==> src/rtl/program_loader.sv <==
// Streams received bytes into instruction memory and holds the fetch PC at 0 while loading.
// A load session ends when an aligned HALT word arrives, or with an error once memory is full.
module program_loader #(
  parameter int unsigned         NB_DATA   = 32,
  parameter int unsigned         NB_BYTE   = 8,
  parameter int unsigned         MEM_BYTES = 256,
  parameter logic [NB_DATA-1:0]  HALT_WORD = 32'hFFFF_FFFF,
  localparam int unsigned        NB_COUNT  = $clog2(MEM_BYTES + 1)
) (
  input  logic                i_clock,
  input  logic                i_reset,
  input  logic                i_load_start,
  input  logic [NB_BYTE-1:0]  i_rx_byte,
  input  logic                i_rx_valid,
  output logic [NB_BYTE-1:0]  o_load_byte,
  output logic                o_load_write_enable,
  output logic                o_pc_reset,
  output logic                o_load_busy,
  output logic                o_load_done,
  output logic                o_load_error,
  output logic [NB_COUNT-1:0] o_byte_count
);

  localparam logic [NB_COUNT-1:0] MemBytesCnt  = NB_COUNT'(MEM_BYTES);
  localparam logic [NB_COUNT-1:0] BytesPerWord = NB_COUNT'(NB_DATA / NB_BYTE);

  typedef enum logic [1:0] {
    StIdle,
    StLoading,
    StDone,
    StError
  } state_e;

  state_e              r_state;
  logic [NB_BYTE-1:0]  r_load_byte;
  logic                r_write_enable;
  logic [NB_COUNT-1:0] r_byte_count;
  logic [NB_DATA-1:0]  r_word;

  logic [NB_COUNT-1:0] w_count_next;
  logic [NB_DATA-1:0]  w_word_next;
  logic                w_word_boundary;
  logic                w_halt_seen;
  logic                w_mem_full;

  // Oldest byte of the word ends up in the most significant position.
  assign w_count_next    = r_byte_count + NB_COUNT'(1);
  assign w_word_next     = {r_word[NB_DATA-NB_BYTE-1:0], i_rx_byte};
  assign w_word_boundary = ((w_count_next % BytesPerWord) == '0);
  assign w_halt_seen     = w_word_boundary && (w_word_next == HALT_WORD);
  assign w_mem_full      = (w_count_next == MemBytesCnt);

  always_ff @(posedge i_clock) begin
    if (i_reset) begin
      r_state        <= StIdle;
      r_load_byte    <= '0;
      r_write_enable <= 1'b0;
      r_byte_count   <= '0;
      r_word         <= '0;
    end else begin
      r_write_enable <= 1'b0;
      case (r_state)
        StIdle, StDone, StError: begin
          // A byte arriving together with the start pulse is dropped.
          if (i_load_start) begin
            r_state      <= StLoading;
            r_byte_count <= '0;
            r_word       <= '0;
          end
        end
        StLoading: begin
          if (i_rx_valid) begin
            r_load_byte    <= i_rx_byte;
            r_write_enable <= 1'b1;
            r_byte_count   <= w_count_next;
            r_word         <= w_word_next;
            // HALT filling the last slot still counts as a clean finish.
            if (w_halt_seen) begin
              r_state <= StDone;
            end else if (w_mem_full) begin
              r_state <= StError;
            end
          end
        end
        default: r_state <= StIdle;
      endcase
    end
  end

  assign o_load_byte         = r_load_byte;
  assign o_load_write_enable = r_write_enable;
  assign o_byte_count        = r_byte_count;
  assign o_pc_reset          = (r_state == StLoading);
  assign o_load_busy         = (r_state == StLoading);
  assign o_load_done         = (r_state == StDone);
  assign o_load_error        = (r_state == StError);

endmodule
==> config.mk <==
export PLATFORM = sky130hd
export DESIGN_NAME = program_loader
export DESIGN_NICKNAME = d
export VERILOG_FILES = /design/src/rtl/program_loader.sv
export SDC_FILE = /design/constraint.sdc
export NUM_CORES = 1
export LEC_CHECK = 0
export BUFFER_PORTS_ARGS = -buffer_cell sky130_fd_sc_hd__buf_2
export CAP_MARGIN = 10
export CORE_ASPECT_RATIO = 0.7
export CORE_UTILIZATION = 44
export CTS_BUF_LIST = sky130_fd_sc_hd__clkbuf_8 sky130_fd_sc_hd__clkbuf_16
export DETAILED_ROUTE_END_ITERATION = 12
export PLACE_DENSITY = 0.7
export RECOVER_POWER = 50
export SLEW_MARGIN = 0
export SYNTH_ARGS = -nofsm -noshare
export SYNTH_HDL_FRONTEND = slang
export SYNTH_SLANG_ARGS = --single-unit
==> constraint.sdc <==
create_clock -name i_clock -period 4.3 [get_ports i_clock]
set_input_delay 0.645 -clock i_clock [delete_from_list [all_inputs] [get_ports i_clock]]
set_output_delay 0.645 -clock i_clock [all_outputs]
set_load 0.01 [all_outputs]
==> metrics list <==
* Leading area contributor after synthesis: sky130_fd_sc_hd__dfxtp_1
- Nature of the critical path endpoint: flop
- Fraction of met2 tracks used by global routing: 24.78%
* Share of cell area taken by muxes after synthesis: 0.7736%
* Most common cell type on the critical path: sky130_fd_sc_hd__nor2b_1
- Entering global routing, the biggest net connects 31 pins.
- Critical path buffer and inverter count: 0
- Number of flip-flops and latches in the synthesized netlist: 44
- Time the final worst path needs with I/O delays and setup: 2996 ps
- For this run the aggregate overflow at the end of global routing stands at 0.
- In the routed layout, each cell is associated on average with a via count of 5.412.
* Synthesized-area fraction occupied by ao, oa, aoi and oai cells: 20.46%
- Global router's overall resource usage: 19.59%
* Quantity of hold-fixing buffers added after cts: 0
- Top cell type's share of synthesized area: about half
- Portion of the post-synthesis area used by sequential elements: 49.51%
- Setup TNS Final: 0 ps
* Area Overhead vs Synth: 15.19%
- First-pass GRT wire length: 6486 um
* Filler-free cell count of the finished design: 274
* Nature of the critical path startpoint: flop
- Slowest library cell on the worst path: sky130_fd_sc_hd__mux2i_1
* Max Root-Sink Buffers: 2
- RSZ-0062 raised after global routing: no
- Cells after Synth: 196
- Leak Pwr: 0.7426 nW
- Fill cell total of the finished layout: 370
- The kind of cell with the highest combined delay along the critical path is simple AND/OR/NAND/NOR gates.
- Post-synth EDFFs: 0
- I/O Buffers: 33
- TritonCTS built the clock tree.
- 34 I/O pins were placed.
- Drt first-iter violations: 84
- The post-route netlist has 10.71% of its cells at a drive strength greater than 1.
* Final-stage net count: 237
- PostCTS Resize Cnt: 0
- Fmax: 333.8 MHz
* Synthesized-area fraction occupied by adder cells: 1.406%
- Most frequent cells in the layout: sky130_fd_sc_hd__dfxtp_1 (44), sky130_fd_sc_hd__nand2_1 (30), sky130_fd_sc_hd__a21oi_1 (26), sky130_fd_sc_hd__clkbuf_1 (22), sky130_fd_sc_hd__a22o_1 (17)
* Wire length after detailed routing: 3886 um
- H-tree levels: 2
* Post-DP HPWL: 2638 um
- The library cell used most frequently in the layout, excluding fill and tap cells, is sky130_fd_sc_hd__dfxtp_1.
- Least-Margin Pin Slew: 1266 ps
- The clock reaches the later pin of the worst-skew pair after 290 ps.
- Number of global-route vias before repair: 1,300
* Wirelength per Cell: 14.18 um
- Worst Clk Skew: 3.685 ps
* Placed cell count: 266
- The total count of max-transition violations in the final report is 0.
* Effective utilization at floorplan: 48.17%
* Busiest grt layer: met1
* Antenna viol nets, final: 0
* Net count of the mapped netlist: 210
* Cell types with the largest area share after synthesis: sky130_fd_sc_hd__dfxtp_1 (50%), sky130_fd_sc_hd__a22o_1 (8.4%), sky130_fd_sc_hd__a21oi_1 (7.3%)
- Residual DRC: 0
* Width of the chip: 78.01 um
- Post-synth cell types: 37
- Per report_power, the sequential group accounts for 46.8% of the total.
- The routed layout has 1,483 vias.
- The die is 55.21 um tall.
* Gpl congestion: 0.7962
- Fraction of power spent switching nets: 19.95%
- In this run the worst path has a maximum fanout of 17.
- Fraction of power consumed by combinational cells: 5.1%
- In this design, the stage delay of the slowest critical-path cell is roughly 1100 ps.
- Cell internal power dissipation: 0.0007193 W
- Max Cap Violations: 0
* Switching power of the nets: 0.0001792 W
- The flow ran to the end, and the final reports show no timing, DRC or antenna violations.
- Clock-pin slew was measured on the worst setup and hold paths at approximately 80 ps.
- Across the VDD grid, the largest voltage drop is 0.0002237 V.
- Among all flip-flop cells after synthesis, the most frequent one is sky130_fd_sc_hd__dfxtp_1.
- Post-route clock period utilization: 69.67%
- Number of placement rows: 18
- Setup violations remaining at the end of the flow were counted as 0.
- Global-route track usage on met3: 5.950%
- CTS sink count: 44
- In this run the tightest slew margin relative to its limit is between 10% and 20%.
- Dividing total power by cell area gives a power density of 438.4 mW/mm^2.
- Area of the die: 0.004306 sq mm
- Main combinational cell family by area after synthesis: simple AND/OR/NAND/NOR gates
- The repair_antennas step left the layout with diodes totalling 0.
- Clk network pwr share: 48.1%
- The tree is rooted in a sky130_fd_sc_hd__clkbuf_8.
* Fin. Hold Viols: 0
* CP required: 4540 ps
* Placeable Area: 0.003694 sq mm
* Antenna violations before repair: 0
- The path class of the tightest hold or removal check is flop to flop.
- Number of buffers inserted by post-CTS setup repair: 0
- For the worst setup path, the data arrival time is 3230 ps.
* Synthesized area per cell: 9.078 sq um
- In this run, CTS created clock tree buffers numbering 5.
- Global routing used 30.71% of the available met1 tracks.
- Number of iterations in the first detailed-routing pass: 4
* Synth Cell Area: 0.001779 sq mm
- Area share of and/or/nand/nor cells after synthesis: 21.31%
- Fraction of the core area covered by cells at the end of the flow: 55.49%
* Count of warnings emitted by yosys: 0
- Type of the worst setup path: flop to flop
- Synthesized-area fraction occupied by xor and xnor cells: 1.969%
- Critical path cell sequence: nor2b_1, mux2i_1, nor2b_1, a22o_1
- Counting flops with an async set or reset pin after synthesis yields a share of 0%.
==> layer usage <==
layer,vias to the layer above,share of wire [%]
met5,-,0
met4,0,0.36
met3,2,6.1
met2,39,40
met1,686,54
li1,756,-
==> area by class of cell <==
class                   instances  area, sq um  area share [%]
well taps                      50        62.56           3.052
multi-input cells             138        805.8           39.32
inverters                       1        3.754          0.1831
clock inverters                 3        90.09           4.396
repair buffers                 33        137.6           6.715
clock buffers                   5        68.82           3.358
flip-flops and latches         44        880.8           42.98
==> power by group through the flow <==
stage	logic [W]	clock network (W)	registers, W
floorplan	0.0000322	0	0.000431
detailed placement	0.0000484	0	0.000430
global route	0.0000514	0.000457	0.000422
global placement	0.0000484	0	0.000430
CTS	0.0000485	0.000439	0.000421
finish	0.0000454	0.000432	0.000421
==> cell families after synthesis <==
family / after synthesis
xor gates and xnor gates: 4
and+or+nand+nor: 75
buffers and inverters: 14
AOI/OAI and AO/OA: 56
muxes: 1
DFF: 44
adders and majority gates: 2
==> stage by stage <==
step / power (W) / worst slack (ps) / cell area, sq um / hold WS, ps
CTS: 0.0009085 / 1758 / 2088 / 461.2
floorplan: 0.0004629 / 2749 / 1779 / 442.1
global route: 0.0009302 / 977.7 / 2049 / 485.5
global placement: 0.0004785 / 1633 / 1929 / 444.8
detailed placement: 0.0004785 / 1637 / 1929 / 447.7
finish: 0.0008985 / 1304 / 2049 / 463.6
==> worst paths after layout <==
| path | from | to | slack (ps) | cells past startpoint |
|---|---|---|---|---|
| max reg2reg | r_state[0] | o_byte_count[1] | 1300 | 4 |
| max | r_state[0] | o_byte_count[1] | 1300 | 4 |
| min | o_load_byte[6] | o_load_byte[6] | 460 | 2 |
| min reg2reg | o_load_byte[6] | o_load_byte[6] | 460 | 2 |
==> Yosys cell counts (3+ instances only) <==
| cell | instances |
|---|---|
| sky130_fd_sc_hd__a21oi_1 | 26 |
| sky130_fd_sc_hd__a22o_1 | 17 |
| sky130_fd_sc_hd__and2_1 | 3 |
| sky130_fd_sc_hd__buf_2 | 4 |
| sky130_fd_sc_hd__buf_4 | 3 |
| sky130_fd_sc_hd__clkbuf_1 | 3 |
| sky130_fd_sc_hd__dfxtp_1 | 44 |
| sky130_fd_sc_hd__nand2_1 | 30 |
| sky130_fd_sc_hd__nand3_1 | 3 |
| sky130_fd_sc_hd__nand4_1 | 8 |
| sky130_fd_sc_hd__nor2_1 | 12 |
| sky130_fd_sc_hd__nor3_1 | 4 |
| sky130_fd_sc_hd__o21ai_0 | 6 |
| sky130_fd_sc_hd__or3_1 | 3 |
==> worst register-to-register path: cells and delay by family (launching register included) <==
family	cells	cell delay [ps]
multiplexers	1	1070
AND/OR/NAND/NOR	2	1270
flip-flops	1	360
AO/OA/AOI/OAI	1	240
==> sequential cells by signal, indices dropped and copies added, names as in the netlist <==
signal / flops
o_load_write_enable: 1
r_word: 24
o_load_byte: 8
o_byte_count: 9
r_state: 2
Power figures use the tool's default switching activity.
